==> config.mk <==
export PLATFORM = sky130hd
export DESIGN_NAME = traffic_lights_xing
export DESIGN_NICKNAME = d
export VERILOG_FILES = /design/src/rtl/traffic_lights_xing.sv
export SDC_FILE = /design/constraint.sdc
export NUM_CORES = 1
export LEC_CHECK = 0
export BUFFER_PORTS_ARGS = -buffer_cell sky130_fd_sc_hd__buf_4
export CAP_MARGIN = 20
export CORE_UTILIZATION = 30
export CTS_CLUSTER_SIZE = 20
export DETAILED_ROUTE_END_ITERATION = 10
export HOLD_SLACK_MARGIN = 0.05
export PLACE_DENSITY = 0.45
export SETUP_SLACK_MARGIN = 0.05
export SYNTH_ARGS = -nofsm -noshare
export SYNTH_HDL_FRONTEND = slang
export SYNTH_SLANG_ARGS = --single-unit
export TNS_END_PERCENT = 10
==> constraint.sdc <==
create_clock -name clk_i -period 4.9 [get_ports clk_i]
set_input_delay 0.49 -clock clk_i [delete_from_list [all_inputs] [get_ports clk_i]]
set_output_delay 0.49 -clock clk_i [all_outputs]
set_load 0.01 [all_outputs]
==> src/rtl/traffic_lights_xing.sv <==
// Multi-direction traffic light controller: round-robin service of
// NUM_DIRS signal heads with all-red clearance and ms-based phase timing.
module traffic_lights_xing #(
    parameter int NUM_DIRS              = 4,
    parameter int CLK_PER_MS            = 2,
    parameter int BLINK_HALF_PERIOD_MS  = 10,
    parameter int BLINK_GREEN_TIME_TICK = 2,
    parameter int RED_YELLOW_MS         = 5,
    parameter int DEFAULT_GREEN_MS      = 10,
    parameter int DEFAULT_YELLOW_MS     = 10,
    parameter int DEFAULT_CLEAR_MS      = 2,
    localparam int DIR_W = (NUM_DIRS > 2) ? $clog2(NUM_DIRS) : 1
) (
    input  logic                clk_i,
    input  logic                srst_i,
    input  logic [2:0]          cmd_type_i,
    input  logic [DIR_W-1:0]    cmd_dir_i,
    input  logic                cmd_valid_i,
    input  logic [15:0]         cmd_data_i,
    output logic [NUM_DIRS-1:0] red_o,
    output logic [NUM_DIRS-1:0] yellow_o,
    output logic [NUM_DIRS-1:0] green_o,
    output logic [DIR_W-1:0]    active_dir_o
);

    typedef enum logic [2:0] {
        S_CLEAR, S_RY, S_G, S_GB, S_Y, S_NOTR, S_OFF
    } state_e;

    localparam logic [2:0] CMD_ON     = 3'd0;
    localparam logic [2:0] CMD_OFF    = 3'd1;
    localparam logic [2:0] CMD_NOTR   = 3'd2;
    localparam logic [2:0] CMD_GREEN  = 3'd3;
    localparam logic [2:0] CMD_CLEAR  = 3'd4;
    localparam logic [2:0] CMD_YELLOW = 3'd5;

    localparam logic [15:0] PRESC_MAX = 16'(CLK_PER_MS - 1);
    localparam logic [15:0] HP_MAX    = 16'(BLINK_HALF_PERIOD_MS - 1);
    localparam logic [15:0] RY_MS     = 16'(RED_YELLOW_MS);
    localparam logic [15:0] GB_MS     =
        16'(2 * BLINK_GREEN_TIME_TICK * BLINK_HALF_PERIOD_MS);

    state_e              state_q, state_d;
    logic [DIR_W-1:0]    dir_q, dir_d;
    logic [15:0]         presc_q, presc_d;
    logic [15:0]         ms_q, ms_d;
    logic [15:0]         hp_q, hp_d;
    logic                blink_q, blink_d;
    logic [15:0]         green_q  [NUM_DIRS];
    logic [15:0]         green_d  [NUM_DIRS];
    logic [15:0]         yellow_q [NUM_DIRS];
    logic [15:0]         yellow_d [NUM_DIRS];
    logic [15:0]         clear_q, clear_d;

    logic                ms_tick, done, cmd_hit;
    logic [15:0]         period, eff;
    logic [NUM_DIRS-1:0] act;

    assign ms_tick      = (presc_q == PRESC_MAX);
    assign active_dir_o = dir_q;

    always_comb begin
        period = 16'd1;
        case (state_q)
            S_CLEAR: period = clear_q;
            S_RY:    period = RY_MS;
            S_G:     period = green_q[dir_q];
            S_GB:    period = GB_MS;
            S_Y:     period = yellow_q[dir_q];
            default: period = 16'd1;
        endcase
        eff  = (period == 16'd0) ? 16'd1 : period;
        done = ms_tick && (ms_q == eff - 16'd1);
    end

    always_comb begin
        state_d = state_q;
        dir_d   = dir_q;
        cmd_hit = 1'b0;
        if (cmd_valid_i) begin
            unique case (1'b1)
                cmd_type_i == CMD_OFF: begin
                    state_d = S_OFF;
                    cmd_hit = 1'b1;
                end
                cmd_type_i == CMD_NOTR && state_q != S_OFF: begin
                    state_d = S_NOTR;
                    cmd_hit = 1'b1;
                end
                cmd_type_i == CMD_ON &&
                (state_q == S_OFF || state_q == S_NOTR): begin
                    state_d = S_CLEAR;
                    dir_d   = '0;
                    cmd_hit = 1'b1;
                end
                default: ;
            endcase
        end
        // An accepted command overrides a phase expiring in the same cycle
        if (!cmd_hit && done) begin
            case (state_q)
                S_CLEAR: state_d = S_RY;
                S_RY:    state_d = S_G;
                S_G:     state_d = S_GB;
                S_GB:    state_d = S_Y;
                S_Y: begin
                    state_d = S_CLEAR;
                    dir_d   = (dir_q == DIR_W'(NUM_DIRS - 1)) ?
                              '0 : dir_q + 1'b1;
                end
                default: ;
            endcase
        end
    end

    always_comb begin
        presc_d = presc_q;
        ms_d    = ms_q;
        hp_d    = hp_q;
        blink_d = blink_q;
        if (state_d != state_q || state_q == S_OFF) begin
            presc_d = '0;
            ms_d    = '0;
            hp_d    = '0;
            blink_d = 1'b1;
        end else if (ms_tick) begin
            presc_d = '0;
            ms_d    = ms_q + 16'd1;
            if (hp_q == HP_MAX) begin
                hp_d    = '0;
                blink_d = ~blink_q;
            end else begin
                hp_d = hp_q + 16'd1;
            end
        end else begin
            presc_d = presc_q + 16'd1;
        end
    end

    always_comb begin
        green_d  = green_q;
        yellow_d = yellow_q;
        clear_d  = clear_q;
        if (cmd_valid_i && state_q == S_NOTR) begin
            if (cmd_type_i == CMD_CLEAR)
                clear_d = cmd_data_i;
            // Only in-range directions match, so others are dropped
            for (int i = 0; i < NUM_DIRS; i++) begin
                if (cmd_dir_i == DIR_W'(i)) begin
                    if (cmd_type_i == CMD_GREEN)
                        green_d[i] = cmd_data_i;
                    if (cmd_type_i == CMD_YELLOW)
                        yellow_d[i] = cmd_data_i;
                end
            end
        end
    end

    always_comb begin
        act           = '0;
        act[dir_q]    = 1'b1;
        red_o         = '0;
        yellow_o      = '0;
        green_o       = '0;
        case (state_q)
            S_CLEAR: red_o = '1;
            S_RY: begin
                red_o    = '1;
                yellow_o = act;
            end
            S_G: begin
                red_o   = ~act;
                green_o = act;
            end
            S_GB: begin
                red_o   = ~act;
                green_o = blink_q ? act : '0;
            end
            S_Y: begin
                red_o    = ~act;
                yellow_o = act;
            end
            S_NOTR:  yellow_o = {NUM_DIRS{blink_q}};
            default: ;
        endcase
    end

    always_ff @(posedge clk_i) begin
        if (srst_i) begin
            state_q <= S_CLEAR;
            dir_q   <= '0;
            presc_q <= '0;
            ms_q    <= '0;
            hp_q    <= '0;
            blink_q <= 1'b1;
            clear_q <= 16'(DEFAULT_CLEAR_MS);
            for (int i = 0; i < NUM_DIRS; i++) begin
                green_q[i]  <= 16'(DEFAULT_GREEN_MS);
                yellow_q[i] <= 16'(DEFAULT_YELLOW_MS);
            end
        end else begin
            state_q  <= state_d;
            dir_q    <= dir_d;
            presc_q  <= presc_d;
            ms_q     <= ms_d;
            hp_q     <= hp_d;
            blink_q  <= blink_d;
            clear_q  <= clear_d;
            green_q  <= green_d;
            yellow_q <= yellow_d;
        end
    end

endmodule

== Word-level counts from Yosys, hierarchy flattened ==
Cells that the tools add are included.

* Bits in registers: 198
* Logic and storage cells: 101
* Output and inout port bits: 14
* Bits of input ports: 24

* Bitwise gates (word level): 3
* $add $sub $neg: 5
* Eq/ne operators: 20
* Reductions and logical operators: 29
* Multiplexer cells: 26
* Order comparisons: 3

{| class="wikitable"
|+ Operators by type and width
! kind !! number
|-
| 16-bit two-way mux || 6
|-
| 16-bit one-hot mux with 5 select lines || 1
|-
| 16-bit binary-select mux with 2-bit select || 2
|-
| 16-bit by 1-bit adder with 16-bit output, second input constant || 3
|-
| 4-bit one-hot mux with 2 select lines || 3
|-
| 3-bit AND reduction || 8
|-
| 16-bit by 1-bit == test with 1-bit output, second input constant || 1
|-
| 16-bit == test || 1
|-
| 16-bit by 4-bit == test with 1-bit output, second input constant || 1
|-
| 16-bit logical NOT || 1
|-
| 16-bit by 1-bit subtractor with 16-bit output, second input constant || 1
|-
| 3-bit == test, second input constant || 5
|-
| 3-bit one-hot mux with 5 select lines || 1
|-
| 3-bit by 2-bit == test with 1-bit output, second input constant || 4
|-
| 2-bit two-way mux || 5
|-
| 3-bit one-hot mux with 3 select lines || 1
|-
| 3-bit OR reduction || 3
|-
| 2-bit == test, second input constant || 3
|-
| 3-bit by 1-bit == test with 1-bit output, second input constant || 2
|-
| 1-bit logical AND || 6
|-
| 3-bit logical NOT || 2
|-
| 3-bit two-way mux || 2
|-
| 2-bit OR reduction || 3
|-
| 4-bit two-way mux || 1
|-
| other kinds (16) || 20
|}

== Depth between registers and ports, before layout ==
* Word-level depth: 15
* Depth in mapped cells: 20
* Mapped depth without buffers: 15

== Least setup slack after synthesis ==
Ideal clock, no wire load.

* Path type: reg-to-reg
* Start: register dir_q[1] (netlist: active_dir_o[1])
* End: register presc_q[2]
* Data arrival time: 4191 ps
* Path slack: 574 ps
* Stages on the path, launching flop included: 21
* Clock period less this slack: 4326 ps
* Path buffers: 5
* Cell sequence: dfxtp_1 > buf_6 > buf_4 > buf_2 > mux2i_1 > o22ai_1 > a21oi_1 > nand3_1 > nor4_2 > a21boi_1 > ha_1 > and2_1 > nand2_1 > xnor2_1 > o32a_1 > nor4b_2 > nand4_4 > o21ai_2 > buf_4 > buf_6 > nor3_1

* Word-level cells in the longest chain between the ends: 15
* Elaborated cells between the ends (all ways): 18

{| class="wikitable"
|+ Ends and longest elaborated chain
! item !! line !! RTL
|-
| start, declared || 44 || <nowiki>logic [DIR_W-1:0] dir_q, dir_d;</nowiki>
|-
| start signal, assigned || 203 || <nowiki>dir_q <= dir_d;</nowiki>
|-
| 2-bit NOT with 3-bit output (not written as such) * || 67, 69 ||
|-
| 16-bit binary-select mux with 2-bit select (on tied branches) || 69, 67 ||
|-
| 16-bit two-way mux (on tied branches) (2 in series) || 69, 67 ||
|-
| 16-bit one-hot mux with 5 select lines * || 64 || <nowiki>case (state_q)</nowiki>
|-
| 16-bit logical NOT || 72 || <nowiki>eff = (period == 16'd0) ? 16'd1 : period;</nowiki>
|-
| 16-bit two-way mux * || 72 ||
|-
| 16-bit by 1-bit subtractor with 16-bit output * || 73 || <nowiki>done = ms_tick && (ms_q == eff - 16'd1);</nowiki>
|-
| 16-bit == test * || 73 ||
|-
| 1-bit logical AND * || 73 ||
|-
| 1-bit logical AND * || 100 || <nowiki>if (!cmd_hit && done) begin</nowiki>
|-
| 3-bit two-way mux * || 100 ||
|-
| 3-bit != test * || 121 || <nowiki>if (state_d != state_q || state_q == S_OFF) begin</nowiki>
|-
| 1-bit logical OR * || 121 ||
|-
| 3-bit OR reduction (no line) * || - ||
|-
| end signal, assigned || 204 || <nowiki>presc_q <= presc_d;</nowiki>
|-
| end, declared || 45 || <nowiki>logic [15:0] presc_q, presc_d;</nowiki>
|}

Mark *: on every way between the ends. The rest lies on a longest branch, timed or not. The select of a mux whose other input is x is not followed.
A chain may end at the register's enable or synchronous reset.

== Worst setup path after layout ==
* Start: register dir_q[0] (netlist: active_dir_o[0])
* End: register dir_q[1] (netlist: active_dir_o[1])

* Word-level cells in the longest chain between the ends: 12
* Elaborated cells between the ends (all ways): 19

{| class="wikitable"
|+ Ends and longest elaborated chain
! item !! line
|-
| 2-bit NOT with 3-bit output (not written as such) || 67, 69
|-
| 16-bit binary-select mux with 2-bit select (on tied branches) || 69, 67
|-
| 16-bit two-way mux (on tied branches) (2 in series) || 69, 67
|-
| 16-bit one-hot mux with 5 select lines || 64
|-
| 16-bit logical NOT || 72
|-
| 16-bit two-way mux || 72
|-
| 16-bit by 1-bit subtractor with 16-bit output || 73
|-
| 16-bit == test || 73
|-
| 1-bit logical AND || 73
|-
| 1-bit logical AND || 100
|-
| 2-bit two-way mux * || 100
|}

Marked as above.

==> impl_metrics.json <==
{
  "ir_drop_v": 0.000258,
  "power_density_nw_per_um2": 295,
  "postSynthCellCount": 1196,
  "cts.path.max_buffers": 2,
  "synth_cell_types": 74,
  "setup_tns_ns": 0,
  "reg2reg_to": "active_dir_o[1]",
  "synth-warning-count": 0,
  "yosysTopAreaCellShare": 0.396,
  "drt_iter0_markers": 449,
  "layout_commonest_cell": "nand2_1",
  "crit_buf_inv": 1,
  "die_height_um": 185,
  "grt_overflow": 0,
  "core_um2": 32700,
  "vias": 8262,
  "worstPathRequired_ns": 5.24,
  "final_cell_mix": "239 x nand2_1, 195 x dfxtp_1, 101 x a21oi_1",
  "grt_pass1_wl_mm": 46.6,
  "worstSetupStartpoint": "active_dir_o[0]",
  "cp_slowest_cell": "or4b_1",
  "hp-start": "cmd_data_i[13]",
  "crit_arrival_ns": 4.97,
  "nets": 1243,
  "cts_tree": "done",
  "globalplace.congestion": 0.825,
  "dr.pass1.iters": 5,
  "async_reset_ff_frac": 0,
  "post_drt_wl_per_cell_um": 17.8,
  "timing.final.ws_setup_ns": 0.274,
  "crit_cells": 16,
  "leakagePower_nw": 3.87,
  "hold_class": "input pin to flip-flop",
  "worstSkewPairLatency_ns": 0.45,
  "path_clk_slew_ns": 0.09,
  "postCtsHoldBufs": 0,
  "wl_mm": 29.6,
  "grt_pass1_vias": 8030,
  "syn_area_um2": 10000,
  "post-place-ws_ns": 0.132,
  "clkSinkCount": 198,
  "status": "completed",
  "clockRootBuffer": "clkbuf_16",
  "worstSetupEndpoint": "active_dir_o[1]",
  "relSlewSlack": 0.381,
  "startpoint_type": "flip-flop",
  "port_buffers": 37,
  "detailed_place_hpwl_mm": 19.8,
  "drc": 0,
  "clock.fmax_ghz": 0.216,
  "layout-drive-gt1-share": 0.141,
  "period_share": 0.944,
  "maxCapViolations": 0,
  "yosys.area.top_type": "dfxtp_1",
  "ios": 38,
  "diodes": 0,
  "fin_crit_ns": 4.63,
  "track_usage": 0.178,
  "synth_area_leaders": "dfxtp_1 40%, nand2_1 9.0%, mux2i_1 8.1%, a21oi_1 5.0%, nor2_1 3.7%",
  "rows": 66,
  "r2r_cells": 16,
  "cp_max_fo": 29,
  "worstMarginPinSlew_ns": 0.928,
  "critical_path.top_delay_family": "simple AND/OR/NAND/NOR gates",
  "r2r_start": "active_dir_o[0]",
  "critPathMaxStageDelay_ns": 0.66,
  "end_kind": "flip-flop",
  "initial_utilization": 0.306,
  "worstPathCellList": "buf_12, or4b_1, o22ai_1, a221o_1, nand4b_1, nor4_2, a21boi_1, ha_1, and2_1, nand2_1, or4_1, a22oi_1, nor4b_4, nand4_4, nor4_4, mux2i_2",
  "post_synth.cell_area_avg_um2": 8.37,
  "via_per_inst": 4.97,
  "hold_violations": 0,
  "dieArea_um2": 34100,
  "synthFlopType": "dfxtp_1",
  "ctsHtreeMaxLevel": 4,
  "grt_max_degree": 87,
  "syn_to_final_growth_pct": 15.2,
  "seq_area_frac_synth": 0.396,
  "synth_edf_count": 0,
  "cts_buffers": 17,
  "ys_ff_latch": 198,
  "drtAntennaViolNets": 0,
  "worstSetupPathType": "flip-flop to flip-flop",
  "die-width_um": 185,
  "fin_skew_ns": 0.0181,
  "setup_viol": 0,
  "antenna_found_initial": 0,
  "syn_nets": 1230,
  "rsz0062_at_grt": "no",
  "reg2reg_slack_ns": 0.27,
  "slew_violations": 0
}
==> cell families after synthesis <==
| logic type | share of synthesized area |
|---|---|
| fa+ha+maj | 0.0125 |
| mux | 0.114 |
| buf+inv | 0.0479 |
| xor+xnor | 0.0569 |
| flops | 0.396 |
| compound gates | 0.129 |
| simple gates | 0.245 |
==> layout make-up <==
cell class / count / area, um^2
repair buffers: 87 / 718
fillers: 3450 / 21200
flip-flops and latches: 198 / 3970
well taps: 442 / 553
clock inverters: 14 / 156
multi-input cells: 887 / 5640
clock buffers: 18 / 439
inverters: 18 / 67.6
==> per-stage QoR <==
stage / util / cells / area [um^2] / power (mW) / hold WS, ns
after floorplan: - / 1196 / 10000 / 1.88 / 0.428
after global placement: 0.332 / 1627 / 10800 / 2.00 / 0.437
after detailed placement: 0.332 / 1628 / 10900 / 1.99 / 0.442
after CTS: 0.351 / 1660 / 11500 / 3.44 / 0.321
after global routing: 0.353 / 1664 / 11500 / 3.54 / 0.338
final: 0.353 / 1664 / 11500 / 3.41 / 0.338
==> report_power, final <==
group,total (mW),switching (mW),internal [mW]
Sequential,1.63,0.0123,1.62
Combinational,0.338,0.208,0.130
Clock,1.44,0.742,0.700
==> worst min path at each step <==
stage | slack, ns | depth (start not counted) | endpoint
2_1_floorplan | 0.43 | 2 | green_q[0]
3_3_place_gp | 0.44 | 2 | green_q[56]
3_5_place_dp | 0.44 | 2 | green_q[7]
4_1_cts | 0.32 | 3 | yellow_q[61]
5_1_grt | 0.34 | 3 | green_q[61]
6_report | 0.34 | 3 | yellow_q[61]
==> synth_stat cells (all sizes together), types with 4 or more instances <==
| master | instances |
|---|---|
| nand2 | 239 |
| dfxtp | 198 |
| a21oi | 101 |
| nor2 | 100 |
| mux2i | 81 |
| clkbuf | 69 |
| nor3 | 45 |
| xor2 | 38 |
| xnor2 | 27 |
| buf | 25 |
| o21ai | 25 |
| inv | 18 |
| nand3 | 17 |
| nor2b | 15 |
| nand3b | 14 |
| nand4 | 14 |
| nor4 | 14 |
| and3 | 13 |
| mux4 | 12 |
| nand2b | 11 |
| ha | 10 |
| o22ai | 9 |
| a221oi | 8 |
| a22oi | 8 |
| a211o | 7 |
| or2 | 6 |
| or3 | 6 |
| and2 | 5 |
| mux2 | 5 |
| nor4b | 5 |
| o32ai | 4 |
==> registers in the layout, summed over array words and instances, names as in the netlist <==
name,cells
blink_q,1
state_q,3
yellow_q,64
green_q,64
clear_q,16
presc_q,16
ms_q,16
hp_q,16
active_dir_o,2
==> layer usage <==
metal / vias to the layer above / wire [um] / global-route usage
met2: 127 / 13800 / 0.287
met1: 3959 / 14500 / 0.248
li1: 4150 / - / -
met4: 0 / 365 / 0.0407
met3: 26 / 976 / 0.0281
met5: - / 0 / 0
==> worst register-to-register path: cells and delay by family (launching register included) <==
family	cells	cell delay (ns)
compound gates	4	0.88
fa+ha+maj	1	0.21
buf+inv	1	0.17
flops	1	0.33
mux	1	0.36
simple gates	9	2.58
==> what timing repair did <==
action,in CTS,in global routing
setup buffers,0,2
setup endpoints to repair,0,54
gates resized for setup,0,7
Note: power is estimated with default switching activity, not from simulation.
